## src/rtl/pipe_pkg.sv

```systemverilog
// Shared pipeline definitions: control-word layout, interrupt-entry word and
// the interrupt-injection FSM state type.
package pipe_pkg;

   localparam int unsigned CTRL_W_DEF    = 40;
   localparam int unsigned CTRL_OPC_LSB  = 0;
   localparam int unsigned CTRL_OPC_W    = 8;
   localparam int unsigned CTRL_WB_BIT   = 38;
   localparam int unsigned CTRL_TRAP_BIT = 39;

   typedef enum logic [1:0] {
      RUN  = 2'd0,
      PEND = 2'd1,
      INJ  = 2'd2
   } irq_state_e;

   function automatic logic [CTRL_W_DEF-1:0] ctrl_word(
      input logic                  trap,
      input logic                  wb,
      input logic [CTRL_OPC_W-1:0] opc
   );
      logic [CTRL_W_DEF-1:0] w;
      w = '0;
      w[CTRL_TRAP_BIT] = trap;
      w[CTRL_WB_BIT]   = wb;
      w[CTRL_OPC_LSB +: CTRL_OPC_W] = opc;
      return w;
   endfunction

   // Trap flag set, no writeback, opcode F1: jump to the interrupt vector.
   localparam logic [CTRL_W_DEF-1:0] IRQ_CTRL = ctrl_word(1'b1, 1'b0, 8'hF1);

endpackage

```

## src/rtl/pipe_stage_reg_if.sv

```systemverilog
// Instruction bus across one pipeline boundary: incoming stage fields and the
// registered copy presented to the next stage.
interface pipe_stage_reg_if #(
   parameter int unsigned CTRL_W  = pipe_pkg::CTRL_W_DEF,
   parameter int unsigned DATA_W  = 8,
   parameter int unsigned NUM_OPS = 2,
   parameter int unsigned PC_W    = 10,
   parameter int unsigned IR_W    = 18
);
   logic                             in_valid;
   logic [CTRL_W-1:0]                in_ctrl;
   logic [NUM_OPS-1:0][DATA_W-1:0]   in_ops;
   logic [PC_W-1:0]                  in_pc;
   logic [IR_W-1:0]                  in_ir;

   logic                             out_valid;
   logic [CTRL_W-1:0]                out_ctrl;
   logic [NUM_OPS-1:0][DATA_W-1:0]   out_ops;
   logic [PC_W-1:0]                  out_pc;
   logic [IR_W-1:0]                  out_ir;

   modport master (
      output in_valid, in_ctrl, in_ops, in_pc, in_ir,
      input  out_valid, out_ctrl, out_ops, out_pc, out_ir
   );

   modport slave (
      input  in_valid, in_ctrl, in_ops, in_pc, in_ir,
      output out_valid, out_ctrl, out_ops, out_pc, out_ir
   );
endinterface

```

## src/rtl/pipe_stage_reg_fsm.sv

```systemverilog
// Interrupt-injection sequencer: latches a request, waits for a usable slot,
// then flags a one-cycle injection.
module irq_inject_fsm
   import pipe_pkg::*;
(
   input  logic clk,
   input  logic rst,
   input  logic irq_req,
   input  logic int_en,
   input  logic in_valid,
   input  logic stall,
   input  logic flush,
   output logic inject,
   output logic irq_ack,
   output logic irq_pending
);

   irq_state_e state;

   always_comb begin
      inject = (state == PEND) && int_en && in_valid && !stall && !flush;
   end

   // A stall without flush freezes the request capture too; INJ always lasts one cycle.
   always_ff @(posedge clk or negedge rst) begin
      if (!rst) begin
         state       <= RUN;
         irq_ack     <= 1'b0;
         irq_pending <= 1'b0;
      end else begin
         case (state)
            RUN: begin
               if (irq_req && (flush || !stall)) begin
                  state       <= PEND;
                  irq_pending <= 1'b1;
               end
            end
            PEND: begin
               if (inject) begin
                  state       <= INJ;
                  irq_pending <= 1'b0;
                  irq_ack     <= 1'b1;
               end
            end
            INJ: begin
               state   <= RUN;
               irq_ack <= 1'b0;
            end
            default: begin
               state       <= RUN;
               irq_ack     <= 1'b0;
               irq_pending <= 1'b0;
            end
         endcase
      end
   end

endmodule

```

## src/rtl/pipe_stage_reg.sv

```systemverilog
// One pipeline boundary register with stall, flush-to-bubble and interrupt
// injection in place of the incoming instruction.
module pipe_stage_reg
   import pipe_pkg::*;
#(
   parameter int unsigned       CTRL_W   = CTRL_W_DEF,
   parameter int unsigned       DATA_W   = 8,
   parameter int unsigned       NUM_OPS  = 2,
   parameter int unsigned       PC_W     = 10,
   parameter int unsigned       IR_W     = 18,
   parameter logic [CTRL_W-1:0] CTRL_NOP = '0,
   parameter logic [CTRL_W-1:0] CTRL_IRQ = CTRL_W'(IRQ_CTRL)
) (
   input  logic                   clk,
   input  logic                   rst,
   pipe_stage_reg_if.slave        bus,
   input  logic                   stall,
   input  logic                   flush,
   input  logic                   irq_req,
   input  logic                   int_en,
   output logic                   irq_ack,
   output logic                   irq_pending,
   output logic [15:0]            bubble_cnt
);

   logic inject;

   irq_inject_fsm u_fsm (
      .clk         (clk),
      .rst         (rst),
      .irq_req     (irq_req),
      .int_en      (int_en),
      .in_valid    (bus.in_valid),
      .stall       (stall),
      .flush       (flush),
      .inject      (inject),
      .irq_ack     (irq_ack),
      .irq_pending (irq_pending)
   );

   // Priority: flush, then injection, then stall, then plain load.
   always_ff @(posedge clk or negedge rst) begin
      if (!rst) begin
         bus.out_valid <= 1'b0;
         bus.out_ctrl  <= CTRL_NOP;
         bus.out_ops   <= '0;
         bus.out_pc    <= '0;
         bus.out_ir    <= '0;
         bubble_cnt    <= '0;
      end else if (flush) begin
         bus.out_valid <= 1'b0;
         bus.out_ctrl  <= CTRL_NOP;
         if (bubble_cnt != '1) begin
            bubble_cnt <= bubble_cnt + 16'd1;
         end
      end else if (inject) begin
         bus.out_valid <= 1'b1;
         bus.out_ctrl  <= CTRL_IRQ;
         bus.out_ops   <= '0;
         bus.out_pc    <= bus.in_pc;
         bus.out_ir    <= bus.in_ir;
      end else if (!stall) begin
         bus.out_valid <= bus.in_valid;
         bus.out_ctrl  <= bus.in_ctrl;
         bus.out_ops   <= bus.in_ops;
         bus.out_pc    <= bus.in_pc;
         bus.out_ir    <= bus.in_ir;
      end
   end

endmodule

```

## src/flat_wrapper.sv

```systemverilog
// flat-port wrapper written by rule: the top's interface ports become plain ports
module pipe_stage_reg_flat import pipe_pkg::*;
#(
   parameter int unsigned       CTRL_W   = CTRL_W_DEF,
   parameter int unsigned       DATA_W   = 8,
   parameter int unsigned       NUM_OPS  = 2,
   parameter int unsigned       PC_W     = 10,
   parameter int unsigned       IR_W     = 18,
   parameter logic [CTRL_W-1:0] CTRL_NOP = '0,
   parameter logic [CTRL_W-1:0] CTRL_IRQ = CTRL_W'(IRQ_CTRL)
)
  (clk, rst, stall, flush, irq_req, int_en, irq_ack, irq_pending, bubble_cnt, bus_in_valid, bus_in_ctrl, bus_in_ops, bus_in_pc, bus_in_ir, bus_out_valid, bus_out_ctrl, bus_out_ops, bus_out_pc, bus_out_ir);
  pipe_stage_reg_if #(.CTRL_W(CTRL_W), .DATA_W(DATA_W), .NUM_OPS(NUM_OPS), .PC_W(PC_W), .IR_W(IR_W)) bus_i ();
  input  logic clk;
  input  logic rst;
  input  logic stall;
  input  logic flush;
  input  logic irq_req;
  input  logic int_en;
  output logic irq_ack;
  output logic irq_pending;
  output logic [15:0] bubble_cnt;
  input wire logic [$bits(bus_i.in_valid)-1:0] bus_in_valid;
  input wire logic [$bits(bus_i.in_ctrl)-1:0] bus_in_ctrl;
  input wire logic [$bits(bus_i.in_ops)-1:0] bus_in_ops;
  input wire logic [$bits(bus_i.in_pc)-1:0] bus_in_pc;
  input wire logic [$bits(bus_i.in_ir)-1:0] bus_in_ir;
  output wire logic [$bits(bus_i.out_valid)-1:0] bus_out_valid;
  output wire logic [$bits(bus_i.out_ctrl)-1:0] bus_out_ctrl;
  output wire logic [$bits(bus_i.out_ops)-1:0] bus_out_ops;
  output wire logic [$bits(bus_i.out_pc)-1:0] bus_out_pc;
  output wire logic [$bits(bus_i.out_ir)-1:0] bus_out_ir;
  assign bus_i.in_valid = bus_in_valid;
  assign bus_i.in_ctrl = bus_in_ctrl;
  assign bus_i.in_ops = bus_in_ops;
  assign bus_i.in_pc = bus_in_pc;
  assign bus_i.in_ir = bus_in_ir;
  assign bus_out_valid = bus_i.out_valid;
  assign bus_out_ctrl = bus_i.out_ctrl;
  assign bus_out_ops = bus_i.out_ops;
  assign bus_out_pc = bus_i.out_pc;
  assign bus_out_ir = bus_i.out_ir;
  pipe_stage_reg #(.CTRL_W(CTRL_W), .DATA_W(DATA_W), .NUM_OPS(NUM_OPS), .PC_W(PC_W), .IR_W(IR_W), .CTRL_NOP(CTRL_NOP), .CTRL_IRQ(CTRL_IRQ)) u_core (.clk(clk), .rst(rst), .bus(bus_i), .stall(stall), .flush(flush), .irq_req(irq_req), .int_en(int_en), .irq_ack(irq_ack), .irq_pending(irq_pending), .bubble_cnt(bubble_cnt));
endmodule
```

## config.mk

```make
export PLATFORM = sky130hd
export DESIGN_NAME = pipe_stage_reg_flat
export DESIGN_NICKNAME = d
export VERILOG_FILES = /design/src/rtl/pipe_pkg.sv /design/src/rtl/pipe_stage_reg_if.sv /design/src/rtl/pipe_stage_reg_fsm.sv /design/src/rtl/pipe_stage_reg.sv /design/src/flat_wrapper.sv
export SDC_FILE = /design/constraint.sdc
export NUM_CORES = 1
export LEC_CHECK = 0
export BUFFER_PORTS_ARGS = -buffer_cell sky130_fd_sc_hd__buf_2
export CAP_MARGIN = 20
export CORE_MARGIN = 4
export CORE_UTILIZATION = 40
export DETAILED_ROUTE_END_ITERATION = 12
export PLACE_DENSITY = 0.71
export SLEW_MARGIN = 20
export SYNTH_ARGS = -nofsm -noshare
export SYNTH_HDL_FRONTEND = slang
export SYNTH_SLANG_ARGS = --single-unit
```

## constraint.sdc

```tcl
create_clock -name clk -period 5.3 [get_ports clk]
set_clock_uncertainty 0.15 [all_clocks]
set_input_delay 1.06 -clock clk [delete_from_list [all_inputs] [get_ports clk]]
set_output_delay 1.06 -clock clk [all_outputs]
set_load 0.005 [all_outputs]
```

### Word level (Yosys, flattened, before mapping)

Index checks and enable logic that the tools add are counted.
W data, S select, Z words.

* $add $sub $neg: 1
* equal/unequal tests: 7
* mux-type cells: 20
* bitwise logic cells: 3
* reduce and logical (&&, ||, !) cells: 14

Operator list (count)
* $mux W40: 3
* $mux W18: 2
* $mux W16: 2
* $mux W10: 2
* $add A16 B1 Y16 const B: 1
* $ne A16 B16 Y1 const B: 1
* $reduce_and A2 Y1: 4
* $mux W1: 6
* $logic_and A1 B1 Y1: 5
* $mux W2: 2
* $ne A2 B1 Y1 const B: 2
* $pmux W2 S2: 1
* $ne A3 B1 Y1 const B: 1
* $not A1 Y1: 3
* $pmux W1 S3: 1
* $reduce_and A3 Y1: 1
* $eq A2 B1 Y1 const B: 1
* $eq A2 B2 Y1 const B: 1
* $logic_not A1 Y1: 2
* $logic_not A2 Y1: 1
* $ne A2 B2 Y1 const B: 1
* $pmux W1 S2: 1
* $logic_or A1 B1 Y1: 1

* flip-flop bits (word level): 105
* bits of input ports: 91

### Depth between registers and ports, before layout

Gate-level depths: netlist (run 1).

* word-level depth: 7
* depth in mapped cells: 6
* gate-level depth less buffers: 5

### Hierarchy

A second synthesis (run 1) with hierarchy kept.

* cell total of the unflattened synthesis: 384
* area, all modules: 4150.2 um^2

By module, submodules not included
* pipe_stage_reg: instances 1, cells each 367, area each 3950.0 um^2, sequential area each 2527.4 um^2
* irq_inject_fsm: instances 1, cells each 17, area each 200.2 um^2, sequential area each 100.1 um^2

### Worst setup path after synthesis (run 1)

Ideal clock, no wire load.

* path type: input to register
* from: in flush
* to: reg u_core.bus.out_ctrl[10]
* arrival time: 2.331 ns
* data required time: 5.029 ns
* path slack: 2.698 ns
* stages: 6
* path buffers: 2
* cells stage by stage: buf_2 > or2_1 > nor4b_4 > nor2_2 > buf_6 > a22o_1

* cells in the longest elaborated chain, start to end: 4
* elaborated cells on any way between the ends: 5
* classes of those cells: eq/ne: 1; mux: 2; reduce/logical: 2

RTL lines
* start, declared: line flat_wrapper.sv:17 `input logic flush;`
* $logic_not A1 Y1: line pipe_stage_reg_fsm.sv:21 `inject = (state == PEND) && int_en && in_valid && !stall && !flush;`
* $logic_and A1 B1 Y1: line pipe_stage_reg_fsm.sv:21
* $mux W40: line pipe_stage_reg.sv:56 `end else if (inject) begin`
* $mux W40: line pipe_stage_reg.sv:50 `end else if (flush) begin`
* end signal, assigned: line pipe_stage_reg.sv:64 `bus.out_ctrl <= bus.in_ctrl;`
* end, declared: line pipe_stage_reg_if.sv:29 `output out_valid, out_ctrl, out_ops, out_pc, out_ir`

Parallel ways exist; a longest one is shown, timed or not.
A chain may end at the register's enable or synchronous reset.

### Worst setup path after layout (run 1)

Same ends and word-level chain as after synthesis.

==> results of run 1 <==
-- how the worst max path moves through the flow --
stage,end,slack (ns),depth (start not counted),start
2_1_floorplan,u_core.bus.out_ctrl[10]$_DFFE_PN0P_,2.70,6,flush
3_3_place_gp,u_core.bus.out_ctrl[19]$_DFFE_PN0P_,2.50,6,flush
3_5_place_dp,u_core.bus.out_ctrl[2]$_DFFE_PN0P_,2.41,6,flush
4_1_cts,u_core.bus.out_ctrl[2]$_DFFE_PN0P_,2.80,6,flush
5_1_grt,u_core.bus.out_ctrl[10]$_DFFE_PN0P_,2.72,6,flush
6_report,u_core.bus.out_ctrl[10]$_DFFE_PN0P_,2.80,6,flush
-- flip-flops by register name, indices dropped and copies added, names as in the netlist --
name / count
u_core.bus.out_ctrl: 40
u_core.bus.out_ir: 18
u_core.bubble_cnt: 16
u_core.bus.out_ops: 16
u_core.bus.out_pc: 10
u_core.u_fsm.state: 2
u_core.bus.out_valid: 1
u_core.u_fsm.irq_ack: 1
u_core.u_fsm.irq_pending: 1
-- critical path: cells and delay by family --
| family | cells | cell delay (ns) |
|---|---|---|
| buffers and inverters | 3 | 0.84 |
| and+or+nand+nor | 2 | 0.52 |
| AOI/OAI and AO/OA | 1 | 0.20 |
-- cell usage in the layout (no fill, tap or decap), types with 2 or more instances in the layout --
cell,instances
nor2b_1,6
o21a_1,2
clkinv_4,2
o21ai_0,21
nor4_1,3
inv_1,5
inv_8,3
xnor2_1,9
a21oi_1,2
dfrtp_1,105
mux2_2,2
and4_1,2
nor3_1,15
or3_1,2
buf_2,192
o2111ai_1,2
clkbuf_8,9
xor2_1,2
o211ai_1,3
buf_4,7
a22o_1,34
nand4_1,3
nand3_1,5
nor2_1,7
nor2_2,2
nand2_1,122
inv_6,2
-- power breakdown --
part / total [mW] / switching, mW / internal (mW) / leakage (nW)
combinational: 0.320 / 0.157 / 0.163 / 1.49
sequential: 0.981 / 0.0815 / 0.899 / 1.34
clock: 0.478 / 0.292 / 0.186 / 0.100
total: 1.78 / 0.531 / 1.25 / 2.93
-- metal layers --
metal  vias up  global-route usage (%)  part of all wire (%)
met4         0                    5.70                   1.2
li1       1682                       -                     -
met5         -                       0                     0
met3        11                    6.69                    11
met1      1632                    22.1                    41
met2       131                    28.5                    48
-- cell families after synthesis --
kind of cell,share of synthesized area [%]
AOI/OAI and AO/OA,11.9
xor gates and xnor gates,2.32
adders and majority gates,0.301
buffers and inverters,3.13
DFF,63.3
muxes,0.784
and+or+nand+nor,18.3
-- final cells by class --
cell class	instances	share of cell area [%]
Tap cell	133	3.07
Multi-Input combinational cell	255	25.8
Timing Repair Buffer	199	18.7
Clock inverter	7	1.27
Clock buffer	9	2.29
Inverter	5	0.346
Sequential cell	105	48.5
-- stage by stage --
step | cell area, sq um | hold WS [ns] | total power [mW]
final | 5420 | 0.332 | 1.78
after global routing | 5420 | 0.357 | 1.90
after CTS | 5420 | 0.338 | 1.81
after detailed placement | 5230 | 0.307 | 1.32
after global placement | 5230 | 0.303 | 1.31
after floorplan | 4150 | 0.316 | 1.13
==> summary.md, run 1 <==
| Metric | Value |
|---|---|
| R2r setup slk | `between 3 and 4 ns` |
| Maximum fanout along the worst path | `47` |
| CTS root buf | `clkbuf_8` |
| RSZ-0062 raised after global routing | `no` |
| Type of the worst min-delay path | `reg -> reg` |
| R2R depth | `5` |
| Final #Nets | `~670` |
| Slew @ Worst Pin | `0.875 ns` |
| Syn_nets | `479` |
| Util after Layout | `54.4%` |
| Mapped Avg Cell Area | `10.7 sq um` |
| GRT overflow | `0` |
| Initial antenna violation count | `0` |
| Number of synthesized flops with an enable pin | `0` |
| Dpl hpwl | `between 7000 and 8000 microns` |
| Post-synth top area share | `between 60% and 70%` |
| Buffers on Ports | `193` |
| Pre-antenna DRT Iters | `4` |
| Core area | `~10000 sq um` |
| CTS clk-pin slew, worst paths | `between 0.1 and 0.15 ns` |
| Max Cap Viol | `0` |
| Die W | `110 microns` |
| Fin Setup TNS | `0 ns` |
| 1st-iter DRT viols | `approximately 130` |
| GP Congestion | `between 0.7 and 0.8` |
| Starting density of the core | `a little over two fifths` |
| Finished Layout Cells | `just over 700` |
| Worst-case clock buffer depth | `2` |
| Die Y | `110 microns` |
| Hold path cells | `2` |
| Post-synth top area cell | `dfrtp_1` |
| Status | `finished, final reports clean` |
| Post-CTS resize count | `0` |
| Most Frequent Cell on Critical Path | `buf_4` |
| Avg WL per Cell | `around 15 microns` |
| Slew headroom | `between 40% and 50%` |
| Kind of critical path | `in -> reg` |
| CP Cell Sequence | `buf_2 -> or2_2 -> buf_4 -> nor2_2 -> buf_4 -> a22o_1` |
| CTS tree | `built` |
| Clock latency at the later pin of the worst-skew pair | `about 0.36 ns` |
| Required time of the worst setup path | `between 5 and 6 ns` |
| Leading post-synthesis cells by cell area | `dfrtp_1 (63%), nand2_1 (11%), a22o_1 (7.2%)` |
| Ys flop type | `dfrtp_1` |
| Post-DR vias/cell | `approximately 4.8` |
| CTS sink count | `105` |
| Layout area overhead | `30.5%` |
| Final worst setup slack | `between 2 and 3 ns` |
| Reg2reg end | `u_core.bubble_cnt[12]$_DFFE_PN0P_` |
| Synthesized cell area | `roughly 4200 sq um` |
| Gr usage total | `approximately 18%` |
| Final period util | `between 40% and 50%` |
| Post-synth top cells | `nand2_1 (122), dfrtp_1 (105), a22o_1 (34), o21ai_0 (21)` |
| Die ar. | `around 12000 sq um` |
| CP endpoint kind | `register` |
| Register area share after synthesis | `a little over three fifths` |
| Hold worst-path end | `u_core.bus.out_ir[5]$_DFFE_PN0P_` |
| Slowest CP cell | `or2_2` |
| Diode count | `0` |
| Synth Warn # | `0` |
| Post-DRT Antenna Nets | `0` |
| Fmax | `roughly 400 MHz` |
| Multi-input logic area | `1400 sq um` |
| Most common cell in the netlist | `nand2_1` |
| Number of distinct library cells after synthesis | `36` |
| DR DRC count | `0` |
| Hold Vio Cnt, Final | `0` |
| Min-Delay Startpoint | `u_core.bus.out_ir[5]$_DFFE_PN0P_` |
| IO Pins | `194` |
| Pre-CTS WS | `~2.4 ns` |
| FP Rows | `36` |
| Register area | `2630 sq um` |
| Post-synthesis cell count | `roughly 390` |
| Critical path arrival | `around 2.6 ns` |
| Share of layout cells above drive strength 1 | `about two fifths` |
| Final-report setup violation count | `0` |
| FF-to-FF Start | `u_core.bubble_cnt[0]$_DFFE_PN0P_` |
| Clock period minus worst slack | `2.50 ns` |
| Fraction of registers with async set/reset | `100%` |
| Number of global-route vias before repair | `roughly 3500` |
| Routed WL | `approximately 11000 microns` |
| Num CTS Buffers | `9` |
| P_leak | `2.93 nW` |
| Post-CTS setup buffer count | `0` |
| # placed instances | `about 700` |
| Global-route wire length before repair | `16800 microns` |
| Count of hold-fix buffers inserted at cts | `0` |
| Slowest stage delay, CP | `0.37 ns` |
| Synthesis-stage register bit count | `between 100 and 150` |
| Pwr dens | `between 300 and 400 nW/um^2` |
| Filler cell count | `910` |
| H-tree Lvls | `3` |
| Crit path launch type | `primary input` |
| Pin count of the biggest net entering global routing | `slightly above 70` |
| VDD IR max | `approximately 140 uV` |
| Final number of max-transition violations | `0` |
| Vias | `~3500` |
(Power assumes the default switching activity.)
==> run 2: changes to the inputs <==
Settings changed: ABC_AREA from default to 1, PLACE_DENSITY 0.71 to 0.73.
Clock period 5.3 ns to 2.05 ns, I/O delays scaled along.
==> run 2 against run 1 <==
Synthesized cell count is 35% higher. Register-to-register slack worse by 3.0 ns. Setup slack worse by 2.6 ns. Wire length is 17% higher. First-iteration DRC count is 81% higher. Sequential power grew to 2.6 times the previous value. Sequential share of layout area is 3.3 points lower. Combinational power grew to 2.7 times the previous value. Cell count is 21% higher. Clock-buffer cell count is 3 higher. Core utilization is 0.98 points lower. Die area is 6.9% higher.
==> summary.md, run 2 <==
| Metric | Value |
|---|---|
| Status | `finished, final reports clean` |
| Synthesis-stage register bit count | `105 (unchanged)` |
| CTS tree | `built` |
| Critical path arrival | `1.90 ns (-0.74 ns)` |
| Pwr dens | `810 nW/um^2 (+150%)` |
| Global-route met2 utilization | `32.9% (+4.4 points)` |
| Register area share after synthesis | `58.9% (-4.4 points)` |
| # placed instances | `844 (+21%)` |
| Final period util | `between 80 and 90%` |
| Grt met1 use | `25.0% (+2.9 points)` |
| CTS sink count | `105 (unchanged)` |
| Most common cell in the netlist | `nand2_1` |
| Dpl hpwl | `9190 microns (+19%)` |
| Slew @ Worst Pin | `0.768 ns (-0.108 ns)` |
| Number of synthesized flops with an enable pin | `0 (unchanged)` |
| Fin Setup TNS | `0 ns (unchanged)` |
| Reg2reg end | `u_core.bubble_cnt[3]$_DFFE_PN0P_` |
| Gr usage total | `19.6% (+1.9 points)` |
| Post-synth top area share | `58.9% (-4.4 points)` |
| Kind of critical path | `reg -> reg` |
| IO Pins | `194 (unchanged)` |
| Commonest non-fill, non-tap cell in the layout | `nand2_1` |
| GR peak layer | `met2` |
| RSZ-0062 raised after global routing | `no` |
| Die Y | `114 microns (+3.4%)` |
| Post-synth top area cell | `dfrtp_1` |
| Slew headroom | `48.8% (+7.1 points)` |
| P_leak | `3.15 nW (+7.2%)` |
| Leading post-synthesis cells by cell area | `dfrtp_1 (59%), nand2_1 (22%), o21ai_0 (5.2%)` |
| FP Rows | `38 (+5.6%)` |
| Top flop regs | `u_core.bus.out_ctrl x40, u_core.bus.out_ir x18` |
| Layout area overhead | `30.5% (about the same)` |
| Largest Register | `u_core.bus.out_ctrl` |
| H-tree Lvls | `3 (unchanged)` |
| Finished Layout Cells | `861 (+21%)` |
| Hold Vio Cnt, Final | `0 (unchanged)` |
| Met3 usage | `4.30% (-2.4 points)` |
| Number of global-route vias before repair | `4161 (+20%)` |
| R2R depth | `7 (+2)` |
| Vias | `4157 (+20%)` |
| Syn_nets | `616 (+29%)` |
| Setup crit start | `u_core.bubble_cnt[0]$_DFFE_PN0P_` |
| Die W | `114 microns (+3.4%)` |
| Count of hold-fix buffers inserted at cts | `1 (+1)` |
| 1st-iter DRT viols | `239 (+81%)` |
| Routed WL | `12400 microns (+17%)` |
| Post-CTS setup buffer count | `0 (unchanged)` |
| Initial antenna violation count | `0 (unchanged)` |
| Die ar. | `12900 sq um (+6.9%)` |
| Most frequent cells in the layout | `nand2_1 (257), buf_2 (192), dfrtp_1 (105)` |
| Post-CTS resize count | `0 (unchanged)` |
| Post-synth top cells | `nand2_1 (257), dfrtp_1 (105), o21ai_0 (46), o21ai_1 (20), nor2_1 (18)` |
| Power consumption | `4.71 mW (+160%)` |
| Filler cell count | `1035 (+14%)` |
| Max Cap Viol | `0 (unchanged)` |
| Crit path launch type | `register` |
| FF-to-FF Start | `u_core.bubble_cnt[0]$_DFFE_PN0P_` |
| Starting density of the core | `41.0% (-0.75 points)` |
| Pin count of the biggest net entering global routing | `45 (-38%)` |
| CTS root buf | `clkbuf_8` |
| Core area | `10900 sq um (+9.4%)` |
| Diode count | `0 (unchanged)` |
| Post-DR vias/cell | `4.83 (-0.39%)` |
| GP Congestion | `0.859 (+8.1%)` |
| Clock latency at the later pin of the worst-skew pair | `0.36 ns (about the same)` |
| CP endpoint kind | `register` |
| Last element of the critical path | `u_core.bubble_cnt[3]$_DFFE_PN0P_` |
| Synthesized cell area | `4460 sq um (+7.4%)` |
| Post-synthesis cell count | `524 (+35%)` |
| Pre-antenna DRT Iters | `5 (+1)` |
| Global-route wire length before repair | `20400 microns (+22%)` |
| Required time of the worst setup path | `2.13 ns (-3.31 ns)` |
| DR DRC count | `0 (unchanged)` |
| Synth Warn # | `0 (unchanged)` |
| Final #Nets | `808 (+21%)` |
| Number of distinct library cells after synthesis | `24 (-33%)` |
| Worst-case clock buffer depth | `2 (unchanged)` |
| Fmax | `roughly 550 MHz` |
| VDD IR max | `413 uV (+190%)` |
| CTS clk-pin slew, worst paths | `0.10 ns (about the same)` |
| Buffers on Ports | `193 (unchanged)` |
| Max FFs per register | `40 (unchanged)` |
| R2r setup slk | `0.23 ns (-3.03 ns)` |
| Type of the worst min-delay path | `in -> reg` |
| Maximum fanout along the worst path | `17 (-64%)` |
| Num CTS Buffers | `9 (unchanged)` |
| Avg WL per Cell | `14.3 microns (-3.1%)` |
| Fraction of registers with async set/reset | `100% (unchanged)` |
| GRT overflow | `0 (unchanged)` |
| Final-report setup violation count | `0 (unchanged)` |
| Share of layout cells above drive strength 1 | `32.3% (-6.3 points)` |
| Clock period minus worst slack | `roughly 1.8 ns` |
| Ys flop type | `dfrtp_1` |
| Mapped Avg Cell Area | `8.51 sq um (-21%)` |
| Post-DRT Antenna Nets | `0 (unchanged)` |
| Final number of max-transition violations | `0 (unchanged)` |
run 2: changes by cell type after synthesis, sizes merged, moves of 3 or more:
cell / previous run / this run
nor3: 15 / 1
nor2: 9 / 22
o211ai: 3 / 0
a22o: 34 / 1
nor4: 3 / 0
xnor2: 9 / 4
nor2b: 7 / 0
nand3: 5 / 11
o21ai: 22 / 71
inv: 5 / 18
clkbuf: 15 / 8
nand2: 122 / 257
buf: 7 / 17
run 2: worst min-delay path by stage:
stage,from,endpoint,slack [ns],cells after the start
floorplan,rst,u_core.bubble_cnt[0]$_DFFE_PN0P_,-0.04,0
global placement,rst,u_core.bus.out_ctrl[12]$_DFFE_PN0P_,0.26,1
detailed placement,rst,u_core.bus.out_ctrl[9]$_DFFE_PN0P_,0.27,1
CTS,bus_in_ir[9],u_core.bus.out_ir[9]$_DFFE_PN0P_,0.07,3
global route,bus_in_ir[0],u_core.bus.out_ir[0]$_DFFE_PN0P_,0.08,3
finish,bus_in_ir[9],u_core.bus.out_ir[9]$_DFFE_PN0P_,0.09,3
run 2: through the flow:
stage	util, %	hold WS, ns	cell area, sq um	worst slack (ns)
finish	53.4	0.0932	5820	0.230
global route	53.4	0.0778	5820	0.0427
CTS	53.4	0.0718	5820	0.226
detailed placement	51.5	0.268	5600	0.248
global placement	51.5	0.263	5600	0.304
floorplan	-	-0.0356	4460	0.441
run 2: layer usage:
layer	vias up	wire, microns
met4	0	221
met3	18	920
met2	151	6100
met1	1961	5110
met5	-	0
li1	2027	-
run 2: layout make-up:
| class | count | area [sq um] | area share (%) |
|---|---|---|---|
| Clock buffer | 12 | 155 | 2.67 |
| Multi-Input combinational cell | 376 | 1640 | 28.1 |
| Sequential cell | 105 | 2630 | 45.2 |
| Clock inverter | 4 | 51.3 | 0.882 |
| Timing Repair Buffer | 206 | 1110 | 19.0 |
| Tap cell | 140 | 175 | 3.01 |
| Inverter | 18 | 67.6 | 1.16 |
run 2: cell families (layout without fill, tap and decap cells):
logic type	after synthesis	count (layout)	share of synthesized area, %
AND/OR/NAND/NOR	296	296	26.2
flip-flops	105	105	58.9
AO/OA/AOI/OAI	73	73	8.75
buffers and inverters	43	240	4.66
XOR/XNOR	6	6	1.18
adder cells (fa/ha/maj)	1	1	0.281
run 2: where the power goes:
group	leakage (nW)	switching (mW)	internal, mW
combinational	1.69	0.478	0.399
sequential	1.35	0.203	2.31
clock	0.103	0.684	0.633
run 2: worst max-delay path, cell delays in order, from the launching register on:
cell and delay (ns):
dfrtp_1 0.46, ha_1 0.28, nand3_2 0.11, inv_1 0.04, nand2_1 0.11, nor2_2 0.07
nor2_4 0.34, o21ai_0 0.14
